`src/rtl/ex_stage_if.sv`:
```
// Decode-to-execute handshake bundle: instruction/operand channel in, result channel out.
// The slave modport is the execute stage; the master modport is whatever drives it.
interface ex_stage_if #(
  parameter int XLEN = 32
);
  logic            in_valid;
  logic            in_ready;
  logic [XLEN-1:0] pc;
  logic [XLEN-1:0] rs1_data;
  logic [XLEN-1:0] rs2_data;
  logic [XLEN-1:0] imm;
  logic            use_imm;
  logic [3:0]      alu_ctrl;
  logic [4:0]      rd_idx;
  logic            reg_write;
  logic            mem_read;
  logic            mem_write;
  logic            branch;
  logic            jal;

  logic            out_valid;
  logic            out_ready;
  logic [XLEN-1:0] alu_result;
  logic [XLEN-1:0] store_data;
  logic [4:0]      rd_idx_o;
  logic            reg_write_o;
  logic            mem_read_o;
  logic            mem_write_o;
  logic            branch_taken;
  logic [XLEN-1:0] branch_target;

  modport slave (
    input  in_valid, pc, rs1_data, rs2_data, imm, use_imm, alu_ctrl, rd_idx,
           reg_write, mem_read, mem_write, branch, jal, out_ready,
    output in_ready, out_valid, alu_result, store_data, rd_idx_o, reg_write_o,
           mem_read_o, mem_write_o, branch_taken, branch_target
  );

  modport master (
    output in_valid, pc, rs1_data, rs2_data, imm, use_imm, alu_ctrl, rd_idx,
           reg_write, mem_read, mem_write, branch, jal, out_ready,
    input  in_ready, out_valid, alu_result, store_data, rd_idx_o, reg_write_o,
           mem_read_o, mem_write_o, branch_taken, branch_target
  );
endinterface

```
`src/rtl/ex_stage.sv`:
```
// Execute stage: single-cycle base ALU ops plus lane-serial MatMul (dot product) and MPOOL,
// feeding one output register that holds its entry under backpressure.
module ex_stage #(
  parameter int XLEN   = 32,
  parameter int LANE_W = 8
) (
  input  logic       clk,
  input  logic       reset,
  ex_stage_if.slave  bus
);
  localparam int NLANES = XLEN / LANE_W;
  localparam int CNT_W  = $clog2(NLANES);

  typedef enum logic [3:0] {
    OP_ADD    = 4'h0,
    OP_SUB    = 4'h1,
    OP_AND    = 4'h2,
    OP_OR     = 4'h3,
    OP_XOR    = 4'h4,
    OP_RELU   = 4'h8,
    OP_MATMUL = 4'h9,
    OP_VADD   = 4'hA,
    OP_MPOOL  = 4'hB
  } op_e;

  typedef enum logic {IDLE, BUSY} state_e;

  typedef struct packed {
    logic [XLEN-1:0] alu_result;
    logic [XLEN-1:0] store_data;
    logic [XLEN-1:0] branch_target;
    logic [4:0]      rd_idx;
    logic            reg_write;
    logic            mem_read;
    logic            mem_write;
    logic            branch_taken;
  } entry_t;

  state_e           state;
  logic [CNT_W-1:0] cnt;
  logic [XLEN-1:0]  acc;
  logic [XLEN-1:0]  a_q;
  logic [XLEN-1:0]  b_q;
  logic             pool_q;
  logic             pend_jal;
  entry_t           pend_q;
  entry_t           out_q;
  logic             out_valid_q;

  logic                     accept;
  logic                     is_multi;
  logic [XLEN-1:0]          opb;
  logic [XLEN-1:0]          base_res;
  logic [XLEN-1:0]          lane0_x;
  entry_t                   new_entry;
  entry_t                   done_entry;
  logic signed [LANE_W-1:0] lane_a;
  logic signed [LANE_W-1:0] lane_b;
  logic signed [2*LANE_W-1:0] prod;
  logic [XLEN-1:0]          lane_a_x;
  logic [XLEN-1:0]          prod_x;
  logic [XLEN-1:0]          step;

  // NOTE: in_ready is combinational on out_ready so a drain and a new accept can share one edge.
  assign bus.in_ready = (state == IDLE) && (!out_valid_q || bus.out_ready);
  assign accept       = bus.in_valid && bus.in_ready;
  assign is_multi     = (bus.alu_ctrl == OP_MATMUL) || (bus.alu_ctrl == OP_MPOOL);
  assign lane0_x      = {{(XLEN-LANE_W){bus.rs1_data[LANE_W-1]}}, bus.rs1_data[LANE_W-1:0]};

  // NOTE: every always_comb output gets a default first so no path can infer a latch.
  always_comb begin
    opb      = bus.use_imm ? bus.imm : bus.rs2_data;
    base_res = '0;
    case (bus.alu_ctrl)
      OP_ADD:  base_res = bus.rs1_data + opb;
      OP_SUB:  base_res = bus.rs1_data - opb;
      OP_AND:  base_res = bus.rs1_data & opb;
      OP_OR:   base_res = bus.rs1_data | opb;
      OP_XOR:  base_res = bus.rs1_data ^ opb;
      OP_RELU: base_res = bus.rs1_data[XLEN-1] ? '0 : bus.rs1_data;
      OP_VADD: begin
        for (int i = 0; i < NLANES; i++) begin
          base_res[i*LANE_W +: LANE_W] = bus.rs1_data[i*LANE_W +: LANE_W]
                                       + bus.rs2_data[i*LANE_W +: LANE_W];
        end
      end
      default: base_res = '0;
    endcase

    new_entry.alu_result    = bus.jal ? bus.pc + XLEN'(4) : base_res;
    new_entry.store_data    = bus.rs2_data;
    new_entry.branch_target = bus.pc + bus.imm;
    new_entry.rd_idx        = bus.rd_idx;
    new_entry.reg_write     = bus.reg_write;
    new_entry.mem_read      = bus.mem_read;
    new_entry.mem_write     = bus.mem_write;
    new_entry.branch_taken  = bus.jal || (bus.branch && (bus.rs1_data == bus.rs2_data));
  end

  // One lane of the iterative ops: signed multiply-accumulate or signed running max.
  always_comb begin
    lane_a   = a_q[cnt*LANE_W +: LANE_W];
    lane_b   = b_q[cnt*LANE_W +: LANE_W];
    prod     = lane_a * lane_b;
    lane_a_x = {{(XLEN-LANE_W){lane_a[LANE_W-1]}}, lane_a};
    prod_x   = {{(XLEN-2*LANE_W){prod[2*LANE_W-1]}}, prod};
    if (pool_q) step = ($signed(lane_a_x) > $signed(acc)) ? lane_a_x : acc;
    else        step = acc + prod_x;

    done_entry            = pend_q;
    done_entry.alu_result = pend_jal ? pend_q.alu_result : step;
  end

  always_ff @(posedge clk) begin
    if (!reset) begin
      state       <= IDLE;
      cnt         <= '0;
      acc         <= '0;
      a_q         <= '0;
      b_q         <= '0;
      pool_q      <= 1'b0;
      pend_jal    <= 1'b0;
      pend_q      <= '0;
      out_q       <= '0;
      out_valid_q <= 1'b0;
    end else begin
      // Drain first; a load later in this block overrides it so the new entry replaces the old.
      if (out_valid_q && bus.out_ready) out_valid_q <= 1'b0;
      case (state)
        IDLE: begin
          if (accept) begin
            if (is_multi) begin
              a_q      <= bus.rs1_data;
              b_q      <= bus.rs2_data;
              pool_q   <= (bus.alu_ctrl == OP_MPOOL);
              acc      <= (bus.alu_ctrl == OP_MPOOL) ? lane0_x : '0;
              cnt      <= '0;
              pend_q   <= new_entry;
              pend_jal <= bus.jal;
              state    <= BUSY;
            end else begin
              out_q       <= new_entry;
              out_valid_q <= 1'b1;
            end
          end
        end
        BUSY: begin
          acc <= step;
          cnt <= cnt + CNT_W'(1);
          if (cnt == CNT_W'(NLANES-1)) begin
            out_q       <= done_entry;
            out_valid_q <= 1'b1;
            state       <= IDLE;
          end
        end
        default: state <= IDLE;
      endcase
    end
  end

  assign bus.out_valid     = out_valid_q;
  assign bus.alu_result    = out_q.alu_result;
  assign bus.store_data    = out_q.store_data;
  assign bus.branch_target = out_q.branch_target;
  assign bus.rd_idx_o      = out_q.rd_idx;
  assign bus.reg_write_o   = out_q.reg_write;
  assign bus.mem_read_o    = out_q.mem_read;
  assign bus.mem_write_o   = out_q.mem_write;
  assign bus.branch_taken  = out_q.branch_taken;
endmodule

```
`src/flat_wrapper.sv`:
```
// flat-port wrapper written by rule: the top's interface ports become plain ports
module ex_stage_flat 
#(
  parameter int XLEN   = 32,
  parameter int LANE_W = 8
)
  (clk, reset, bus_in_valid, bus_pc, bus_rs1_data, bus_rs2_data, bus_imm, bus_use_imm, bus_alu_ctrl, bus_rd_idx, bus_reg_write, bus_mem_read, bus_mem_write, bus_branch, bus_jal, bus_out_ready, bus_in_ready, bus_out_valid, bus_alu_result, bus_store_data, bus_rd_idx_o, bus_reg_write_o, bus_mem_read_o, bus_mem_write_o, bus_branch_taken, bus_branch_target);
  ex_stage_if #(.XLEN(XLEN)) bus_i ();
  input  logic clk;
  input  logic reset;
  input wire logic [$bits(bus_i.in_valid)-1:0] bus_in_valid;
  input wire logic [$bits(bus_i.pc)-1:0] bus_pc;
  input wire logic [$bits(bus_i.rs1_data)-1:0] bus_rs1_data;
  input wire logic [$bits(bus_i.rs2_data)-1:0] bus_rs2_data;
  input wire logic [$bits(bus_i.imm)-1:0] bus_imm;
  input wire logic [$bits(bus_i.use_imm)-1:0] bus_use_imm;
  input wire logic [$bits(bus_i.alu_ctrl)-1:0] bus_alu_ctrl;
  input wire logic [$bits(bus_i.rd_idx)-1:0] bus_rd_idx;
  input wire logic [$bits(bus_i.reg_write)-1:0] bus_reg_write;
  input wire logic [$bits(bus_i.mem_read)-1:0] bus_mem_read;
  input wire logic [$bits(bus_i.mem_write)-1:0] bus_mem_write;
  input wire logic [$bits(bus_i.branch)-1:0] bus_branch;
  input wire logic [$bits(bus_i.jal)-1:0] bus_jal;
  input wire logic [$bits(bus_i.out_ready)-1:0] bus_out_ready;
  output wire logic [$bits(bus_i.in_ready)-1:0] bus_in_ready;
  output wire logic [$bits(bus_i.out_valid)-1:0] bus_out_valid;
  output wire logic [$bits(bus_i.alu_result)-1:0] bus_alu_result;
  output wire logic [$bits(bus_i.store_data)-1:0] bus_store_data;
  output wire logic [$bits(bus_i.rd_idx_o)-1:0] bus_rd_idx_o;
  output wire logic [$bits(bus_i.reg_write_o)-1:0] bus_reg_write_o;
  output wire logic [$bits(bus_i.mem_read_o)-1:0] bus_mem_read_o;
  output wire logic [$bits(bus_i.mem_write_o)-1:0] bus_mem_write_o;
  output wire logic [$bits(bus_i.branch_taken)-1:0] bus_branch_taken;
  output wire logic [$bits(bus_i.branch_target)-1:0] bus_branch_target;
  assign bus_i.in_valid = bus_in_valid;
  assign bus_i.pc = bus_pc;
  assign bus_i.rs1_data = bus_rs1_data;
  assign bus_i.rs2_data = bus_rs2_data;
  assign bus_i.imm = bus_imm;
  assign bus_i.use_imm = bus_use_imm;
  assign bus_i.alu_ctrl = bus_alu_ctrl;
  assign bus_i.rd_idx = bus_rd_idx;
  assign bus_i.reg_write = bus_reg_write;
  assign bus_i.mem_read = bus_mem_read;
  assign bus_i.mem_write = bus_mem_write;
  assign bus_i.branch = bus_branch;
  assign bus_i.jal = bus_jal;
  assign bus_i.out_ready = bus_out_ready;
  assign bus_in_ready = bus_i.in_ready;
  assign bus_out_valid = bus_i.out_valid;
  assign bus_alu_result = bus_i.alu_result;
  assign bus_store_data = bus_i.store_data;
  assign bus_rd_idx_o = bus_i.rd_idx_o;
  assign bus_reg_write_o = bus_i.reg_write_o;
  assign bus_mem_read_o = bus_i.mem_read_o;
  assign bus_mem_write_o = bus_i.mem_write_o;
  assign bus_branch_taken = bus_i.branch_taken;
  assign bus_branch_target = bus_i.branch_target;
  ex_stage #(.XLEN(XLEN), .LANE_W(LANE_W)) u_core (.clk(clk), .reset(reset), .bus(bus_i));
endmodule
```
`config.mk`:
```
export PLATFORM = sky130hd
export DESIGN_NAME = ex_stage_flat
export DESIGN_NICKNAME = d
export VERILOG_FILES = /design/src/rtl/ex_stage_if.sv /design/src/rtl/ex_stage.sv /design/src/flat_wrapper.sv
export SDC_FILE = /design/constraint.sdc
export NUM_CORES = 1
export LEC_CHECK = 0
export CORE_ASPECT_RATIO = 0.7
export CORE_UTILIZATION = 49
export DETAILED_ROUTE_END_ITERATION = 8
export GPL_TIMING_DRIVEN = 0
export PLACE_DENSITY_LB_ADDON = 0.05
export SLEW_MARGIN = 15
export SYNTH_ARGS = -nofsm -noshare
export SYNTH_HDL_FRONTEND = slang
export SYNTH_SLANG_ARGS = --single-unit
```
`constraint.sdc`:
```
create_clock -name clk -period 14.3 [get_ports clk]
set_input_delay 2.86 -clock clk [delete_from_list [all_inputs] [get_ports clk]]
set_output_delay 2.86 -clock clk [all_outputs]
set_load 0.01 [all_outputs]
```
=== Word level (Yosys, flattened, before mapping) ===
Cells that the tools add are included.

* Latch bits: 0
* Output and inout bits: 107
* Memories: 0
* Memory bits (read-only): 0
* Bits in writable memories: 0
* Register bits after elaboration: 280
* Input bits: 147
* Word-level logic and storage cells: 94

* Shifts and indexed selects: 2
* Multiply operators: 1
* $add $sub $neg: 10
* Bitwise operators: 4
* Equality and inequality tests: 14
* Divide/modulo/power cells: 0
* Mux-type cells: 27
* Reduce and logical (&&, ||, !) cells: 12
* $lt $le $gt $ge: 1

{| class="wikitable"
|+ Operator list
! cell !! number
|-
| 2-to-1 mux 105 bit || 3
|-
| 2-to-1 mux 32 bit || 8
|-
| one-hot mux 32 bit (7 select lines) || 1
|-
| one-hot mux 105 bit (2 select lines) || 1
|-
| adder 32 bit || 3
|-
| one-hot mux 32 bit (2 select lines) || 1
|-
| variable part select 32 x 6 -> 8 bit || 2
|-
| adder 32 x 3 -> 32 bit (second input constant) || 1
|-
| adder 8 bit || 4
|-
| bitwise AND 32 bit || 1
|-
| == test 32 bit || 1
|-
| greater-than comparator 8 x 32 -> 1 bit || 1
|-
| bitwise OR 32 bit || 1
|-
| subtractor 32 bit || 1
|-
| XOR 32 bit || 1
|-
| 2-to-1 mux 31 bit || 1
|-
| == test 4 bit (second input constant) || 4
|-
| multiplier 8 x 8 -> 16 bit || 1
|-
| == test 4 x 2 -> 1 bit (second input constant) || 2
|-
| 2-to-1 mux 1 bit || 7
|-
| AND reduction 3 bit || 2
|-
| == test 4 x 1 -> 1 bit (second input constant) || 1
|-
| == test 4 x 3 -> 1 bit (second input constant) || 1
|-
| logical AND 1 bit || 4
|-
| 12 further kinds || 18
|}

=== Logic depth before layout (Yosys ltp) ===
Gate-level depths: netlist of the first run.

* Depth after elaboration: 7
* Mapped depth: 35
* Depth with buffers taken out: 33

=== Least setup slack after synthesis of the first run ===
No wires, ideal clock.

* Path kind: register to register
* Start point: register u_core.cnt[0]
* End point: register u_core.out_q (netlist bit u_core.bus.alu_result[31])
* Data required time: 14214 ps
* Path slack: 5463 ps
* Stages on the path, launching flop included: 30
* Buffers on the path: 3
* Data arrival time: 8751 ps
* Setup time: 86 ps
* Clock period less this slack: 8837 ps
* Path through: dfxtp_1 -> clkbuf_1 -> mux4_2 -> clkbuf_1 -> clkbuf_1 -> and2_1 -> fa_1 -> inv_1 -> fa_1 -> inv_1 -> fa_1 -> inv_1 -> fa_1 -> inv_1 -> ha_1 -> nand3_1 -> o2111ai_1 -> o211ai_1 -> xnor2_1 -> ha_1 -> a211oi_1 -> o21ai_0 -> a221oi_1 -> o22ai_1 -> o41a_1 -> o221ai_1 -> xor2_1 -> mux2i_1 -> nand2_1 -> a221oi_2

* Cells in the longest elaborated chain, start to end: 7
* Elaborated cells between the ends (all ways): 13
* Those cells by class: add/sub (1); mul (1); order compare (1); eq/ne (2); shift (2); mux (5); reduce/logical (1)

{| class="wikitable"
|+ Ends and longest elaborated chain
! what !! line !! text
|-
| from (decl) || ex_stage.sv:40 || <nowiki>logic [CNT_W-1:0] cnt;</nowiki>
|-
| from (signal assigned) || ex_stage.sv:149 || <nowiki>cnt <= cnt + CNT_W'(1);</nowiki>
|-
| variable part select 32 x 6 -> 8 bit (on tied branches) || ex_stage.sv:102, ex_stage.sv:103 ||
|-
| multiplier 8 x 8 -> 16 bit / greater-than comparator 8 x 32 -> 1 bit (equally long branches) || ex_stage.sv:104, ex_stage.sv:107 ||
|-
| adder 32 bit / 2-to-1 mux 32 bit (equally long branches) || ex_stage.sv:108, ex_stage.sv:107 ||
|-
| 2-to-1 mux 32 bit || ex_stage.sv:107 || <nowiki>if (pool_q) step = ($signed(lane_a_x) > $signed(acc)) ? lane_a_x : acc;</nowiki>
|-
| 2-to-1 mux 32 bit || ex_stage.sv:111 || <nowiki>done_entry.alu_result = pend_jal ? pend_q.alu_result : step;</nowiki>
|-
| 2-to-1 mux 105 bit || ex_stage.sv:150 || <nowiki>if (cnt == CNT_W'(NLANES-1)) begin</nowiki>
|-
| one-hot mux 105 bit (2 select lines) || ex_stage.sv:129 || <nowiki>case (state)</nowiki>
|-
| to (signal assigned) || ex_stage.sv:142 || <nowiki>out_q <= new_entry;</nowiki>
|-
| to (signal assigned) || ex_stage.sv:151 || <nowiki>out_q <= done_entry;</nowiki>
|-
| to (decl) || ex_stage.sv:47 || <nowiki>entry_t out_q;</nowiki>
|}

Parallel ways exist; a longest one is shown, timed or not. The select of a mux whose other input is x is not followed.
A chain may end at the register's enable or synchronous reset.

=== Worst setup path in the final report of the first run ===
Same ends and word-level chain as after synthesis.

==> impl_metrics.tcl, run 1 <==
set metrics [dict create \
    numCtsBuffers 28 \
    drt_pass1_iterations 6 \
    maxCapViolations 0 \
    end_kind "register" \
    track_usage_pct 43.68 \
    setup_tns_ns 0 \
    finClkSkew_ns 0.03892 \
    outcome "complete, no violations" \
    synthCells 3134 \
    placed_area_um2 27930 \
    crit_fanout 10 \
    worstPathRequired_ns 14.78 \
    synth-seq-cells 280 \
    slew_headroom_pct 15.20 \
    die_h_um 189.4 \
    ir_drop_mv 0.09718 \
    clock.fmax_mhz 94.63 \
    gp_congestion 1.065 \
    antenna_left 0 \
    crit_type "reg2reg" \
    ys_seq_area_share_pct 22.81 \
    io_pins 254 \
    syn_area_per_cell_um2 7.840 \
    dp_hpwl_mm 93.62 \
    htree_levels 1 \
    slowest_delay_ns 0.90 \
    seq_area_um2 5605 \
    vias 26910 \
    p_leak_nw 11.66 \
    hold_slack_ns 0.4591 \
    cts_resized 0 \
    syn_to_final_growth_pct 17.59 \
    grt_pass1_wl_mm 165.1 \
    min_period_ns 10.57 \
    drtIter0Drc 4099 \
    die_area_um2 51060 \
    power_density_nw_per_um2 85.84 \
    total_power_mw 2.480 \
    core_area_um2 49430 \
    die_w_um 269.7 \
    placedCellCount 4050 \
    synth_async_sr_flop_share_pct 0 \
    via_per_inst 6.557 \
    rsz0062_at_grt "no" \
    startpoint_type "register" \
    synth_fp_nets 3593 \
    antenna_found_initial 2 \
    clockBufferDepth 3 \
    synthFlopType "dfxtp_1" \
    drt-total-wl_mm 115.1 \
    hold_viol_final 0 \
    cts_hold_buf 0 \
    synth_cell_types 77 \
    hold_path_class "reg2reg" \
    nets 3874 \
    clock_latency_ns 0.60 \
    postCtsSetupBuffers 0 \
    core.rowCount 68 \
    met1_usage_pct 61.79 \
    use_met2_pct 62.82 \
    worstPathArrival_ns 11.05 \
    cts.sinks 280 \
    fin_cells 4104 \
    syn_area_um2 24570 \
    busiest_layer "met2" \
    cp_slowest_cell "a211oi_1" \
    cts_tree "yes" \
    yosys_warnings 0 \
    timing.final.crit_share_pct 73.90 \
    cts-root-buf "clkbuf_16" \
    port-buffer-count 250 \
    grt.met3_usage_pct 11.78 \
    grt.overflow.total 0 \
    drc_errors 0 \
    synth_edf_count 0 \
    grt_pass1_vias 24820 \
    initial_utilization_pct 49.71 \
    finalSetupViolCount 0 \
    grt_max_degree 35 \
    drive_gt1_share_pct 2.707 \
    multi_input_comb_area_um2 17450 \
    maxSlewViolCount 0 \
    wl_per_cell_um 28.05 \
    cts.reportedPaths.clkPinSlew_ns 0.07 \
    worstMarginPinSlew_ns 1.256 \
    fill_cells 4573 \
    stdcell_area_um2 28890 \
]
==> logic make-up after synthesis <==
group / count (synthesis) / share of synthesized area [%]
buffers and inverters: 405 / 6.238
DFF: 280 / 22.81
AOI/OAI and AO/OA: 922 / 24.14
and+or+nand+nor: 914 / 16.84
xor gates and xnor gates: 176 / 6.274
muxes: 125 / 5.907
adders and majority gates: 312 / 17.78
==> cell usage in the layout, fill, tap and decap left out, types with 11 or more instances in the layout <==
| master | instances |
|---|---|
| a31oi_1 | 31 |
| mux4_2 | 15 |
| nor3_1 | 48 |
| a22oi_1 | 18 |
| xor2_1 | 59 |
| nor2_1 | 272 |
| a221oi_1 | 42 |
| xnor2_1 | 116 |
| clkbuf_1 | 158 |
| o211ai_1 | 31 |
| fa_1 | 62 |
| o31ai_1 | 11 |
| nand4_1 | 33 |
| nor4_1 | 12 |
| nand2b_1 | 31 |
| clkdlybuf4s50_1 | 250 |
| o21a_1 | 23 |
| a21o_1 | 51 |
| o21ai_0 | 148 |
| o221ai_1 | 25 |
| a221o_1 | 12 |
| inv_1 | 233 |
| nand2_1 | 335 |
| mux2i_1 | 102 |
| nand3_1 | 46 |
| o22ai_1 | 18 |
| or3_1 | 14 |
| and3_1 | 20 |
| buf_1 | 16 |
| dfxtp_1 | 280 |
| o21bai_1 | 13 |
| a211oi_1 | 86 |
| clkbuf_16 | 29 |
| and2_1 | 57 |
| a21oi_1 | 338 |
| nor2b_1 | 16 |
| ha_1 | 250 |
==> worst max-delay path: cells and delay by family (launching register included) <==
family	cells	cell delay [ns]
AOI/OAI and AO/OA	11	3.56
DFF	1	0.34
xor gates and xnor gates	2	0.66
buffers and inverters	6	1.63
adders and majority gates	6	2.78
and+or+nand+nor	5	0.76
muxes	2	0.71
==> metrics by stage <==
step	utilization (%)	setup slack, ns
2_1_floorplan	-	5.463
3_3_place_gp	56.45	3.091
3_5_place_dp	56.50	3.999
4_1_cts	58.42	3.918
5_1_grt	58.43	3.170
6_report	58.45	3.733
==> cells in the mapped netlist (15+ instances only) <==
| cell type | count | area [um^2] |
|---|---|---|
| a211oi_1 | 86 | 645.6 |
| a21o_1 | 51 | 382.9 |
| a21oi_1 | 338 | 1692 |
| a221oi_1 | 42 | 367.9 |
| a22oi_1 | 18 | 135.1 |
| a31oi_1 | 31 | 193.9 |
| and2_1 | 57 | 356.6 |
| and3_1 | 20 | 125.1 |
| buf_1 | 16 | 60.06 |
| clkbuf_1 | 151 | 566.8 |
| dfxtp_1 | 280 | 5605 |
| fa_1 | 62 | 1241 |
| ha_1 | 250 | 3128 |
| inv_1 | 233 | 874.6 |
| mux2i_1 | 102 | 1021 |
| mux4_2 | 15 | 337.8 |
| nand2_1 | 335 | 1257 |
| nand2b_1 | 31 | 193.9 |
| nand3_1 | 46 | 230.2 |
| nand4_1 | 33 | 206.5 |
| nor2_1 | 272 | 1021 |
| nor2b_1 | 16 | 100.1 |
| nor3_1 | 49 | 245.2 |
| o211ai_1 | 31 | 232.7 |
| o21a_1 | 23 | 172.7 |
| o21ai_0 | 148 | 740.7 |
| o221ai_1 | 25 | 219.0 |
| o22ai_1 | 18 | 112.6 |
| xnor2_1 | 117 | 1025 |
| xor2_1 | 59 | 516.8 |
==> power by group <==
part           switching [mW]  leakage, nW  internal, mW
Combinational           0.521         8.91         0.305
Clock                   0.345        0.464         0.452
Sequential             0.0358         2.28         0.821
Total                   0.902         11.7          1.58
==> worst paths after layout <==
path                         startpoint                         to  slack (ns)  cells past startpoint
setup / recovery          u_core.cnt[0]  u_core.bus.alu_result[31]        3.73                     32
hold / removal    u_core.done_entry[23]      u_core.done_entry[23]        0.46                      2
setup reg to reg          u_core.cnt[0]  u_core.bus.alu_result[31]        3.73                     32
hold reg to reg   u_core.done_entry[23]      u_core.done_entry[23]        0.46                      2
==> layer usage <==
| metal | vias to the layer above | wire length (um) |
|---|---|---|
| met2 | 1894 | 45890 |
| met3 | 278 | 15230 |
| met5 | - | 0 |
| met1 | 13020 | 48840 |
| met4 | 0 | 5163 |
| li1 | 11720 | - |
==> final cells by class <==
class	instances	share of cell area [%]
clock inverter	12	0.6192
sequential	280	19.40
multi-input combinational	2449	60.39
clock buffer	38	2.663
inverter	235	3.053
tap	665	2.880
antenna	4	0.03464
timing repair buffer	251	8.700
buffer	170	2.256
==> sequential cells by signal, summed over array words and instances (netlist names), 2 cells and up <==
signal and cells:
u_core.a_q 32, u_core.acc 32, u_core.b_q 32, u_core.bus.alu_result 32, u_core.bus.branch_target 32, u_core.bus.rd_idx_o 5, u_core.bus.store_data 32, u_core.cnt 2
u_core.done_entry 41, u_core.pend_q 32
No activity file was read; power rests on OpenSTA's default activity.
==> inputs of run 2 (changes only) <==
- clock period: 14.3 -> 10.89 ns (I/O delays scaled with it)
==> run 2 against run 1 <==
- cell count hardly changed
- register-to-register slack worse by 3.1 ns
- core utilization hardly changed
- worst setup slack worse by 3.1 ns
- clock power is 32% higher
- routed wire length is 0.10% higher
- final area hardly changed
- clock-buffer cell count stayed put
- global-route usage stayed put
- total power is 31% higher
- clock skew is 0.0011 ns lower
==> impl_metrics.tcl, run 2 (same netlist as run 1, synthesis figures left out) <==
set metrics [dict create \
    antenna_found_initial 2 \
    drc_errors 0 \
    largest_register_ffs 41 \
    power_density_nw_per_um2 112.7 \
    postCtsSetupBuffers 0 \
    finalSetupViolCount 0 \
    clockBufferDepth 3 \
    grt_max_degree 35 \
    drive_gt1_share_pct 2.766 \
    rsz0062_at_grt "no" \
    vias 26890 \
    antenna_left 0 \
    port-buffer-count 250 \
    hold_viol_final 0 \
    drt_pass1_iterations 7 \
    die_w_um 269.7 \
    htree_levels 1 \
    finClkSkew_ns 0.03786 \
    core_area_um2 49430 \
    nets 3874 \
    outcome "complete, no violations" \
    via_per_inst 6.553 \
    dp_hpwl_mm 93.62 \
    cts.sinks 280 \
    regToRegSetupSlack_ns 0.67 \
    fill_cells 4573 \
    track_usage_pct 43.68 \
    placedCellCount 4050 \
    initial_utilization_pct 49.71 \
    fin_cells 4103 \
    p_leak_nw 11.66 \
    numCtsBuffers 28 \
    crit_type "reg2reg" \
    startpoint "u_core.cnt[0]" \
    syn_to_final_growth_pct 17.61 \
    core.rowCount 68 \
    maxCapViolations 0 \
    crit_fanout 34 \
    gp_congestion 1.065 \
    worstPathArrival_ns 10.70 \
    clock.fmax_mhz 97.85 \
    die_area_um2 51060 \
    hold_slack_ns 0.4596 \
    drtIter0Drc 4141 \
    clock_latency_ns 0.60 \
    stdcell_area_um2 28900 \
    cts-root-buf "clkbuf_16" \
    timing.critical_path.to "u_core.bus.alu_result[31]" \
    cts.reportedPaths.clkPinSlew_ns 0.08 \
    grt.overflow.total 0 \
    io_pins 254 \
    layout_common_cells "a21oi_1, nand2_1, dfxtp_1" \
    wl_per_cell_um 28.09 \
    placed_area_um2 27930 \
    final_common_cell "a21oi_1" \
    grt_pass1_vias 24820 \
    startpoint_type "register" \
    end_kind "register" \
    r2r_end "u_core.bus.alu_result[31]" \
    ir_drop_mv 0.1270 \
    timing.final.crit_share_pct 93.85 \
    reg2reg_depth 32 \
    worstMarginPinSlew_ns 1.270 \
    cts_tree "yes" \
    worstPathRequired_ns 11.37 \
    cp_slowest_cell "mux4_2" \
    r2r_start "u_core.cnt[0]" \
    hold_path_class "reg2reg" \
    maxSlewViolCount 0 \
    slew_headroom_pct 15.36 \
    die_h_um 189.4 \
    slowest_delay_ns 0.64 \
    min_period_ns 10.22 \
    drt-total-wl_mm 115.2 \
    grt_pass1_wl_mm 165.1 \
]
run 2: cell count changes in the layout (fill, tap and decap cells not counted):
| cell | delta |
|---|---|
| clkbuf_2 | +1 |
| buf_1 | -1 |
| a211oi_2 | +1 |
| diode_2 | -1 |
| a211oi_1 | -1 |
run 2: worst min-delay path by stage:
stage	start	to	slack, ns	cells after the start
after floorplan	u_core.a_q[16]	u_core.a_q[16]	0.43	2
after detailed placement	u_core.a_q[8]	u_core.a_q[8]	0.45	2
after global routing	u_core.done_entry[8]	u_core.done_entry[8]	0.48	2
final	u_core.done_entry[23]	u_core.done_entry[23]	0.46	2
after global placement	u_core.done_entry[13]	u_core.done_entry[13]	0.44	2
after CTS	u_core.a_q[14]	u_core.a_q[14]	0.46	2
run 2: layout make-up:
| type | count | area, um^2 | share of cell area [%] |
|---|---|---|---|
| clock buffer | 38 | 769.5 | 2.663 |
| sequential | 280 | 5605 | 19.40 |
| buffer | 170 | 653.1 | 2.260 |
| clock inverter | 12 | 178.9 | 0.6192 |
| timing repair buffer | 251 | 2514 | 8.698 |
| antenna | 3 | 7.507 | 0.02598 |
| inverter | 235 | 882.1 | 3.052 |
| multi-input combinational | 2449 | 17460 | 60.40 |
| tap | 665 | 832.0 | 2.879 |
run 2: report_power, final:
part | internal [mW] | leakage (nW) | switching (mW)
Clock | 0.593 | 0.464 | 0.453
Sequential | 1.08 | 2.28 | 0.0468
Combinational | 0.401 | 8.91 | 0.684
Total | 2.07 | 11.7 | 1.18
run 2: per-layer routing:
metal  share of wire (%)  vias up  GRT usage, %
met2                  40     1958         62.82
met5                   0        -             0
met4                 4.5        0         16.37
met3                  14      270         11.78
li1                    -    11720             -
met1                  42    12940         61.79
run 2: what timing repair did:
item	4_1_cts	5_1_grt
endpoints found under the hold margin	0	0
endpoints found under the setup margin	0	4
resized for setup	0	3
hold buffers	0	0
run 2: through the flow:
step / total power, mW / utilization [%] / TNS, ns / worst slack (ns)
after floorplan: 1.717 / - / 0 / 2.053
after global placement: 2.164 / 56.45 / -1.868 / -0.3188
after detailed placement: 2.176 / 56.50 / 0 / 0.5892
after CTS: 3.195 / 58.42 / 0 / 0.5084
after global routing: 3.336 / 58.44 / 0 / 0.1825
final: 3.256 / 58.46 / 0 / 0.6700
run 2: critical path: cells and delay by family (launching register included):
family / cells / cell delay, ns
flip-flops: 1 / 0.34
AND/OR/NAND/NOR: 3 / 0.63
XOR/XNOR: 2 / 0.82
multiplexers: 2 / 0.89
buffers and inverters: 8 / 1.94
AO/OA/AOI/OAI: 11 / 2.80
adder cells (fa/ha/maj): 6 / 2.68
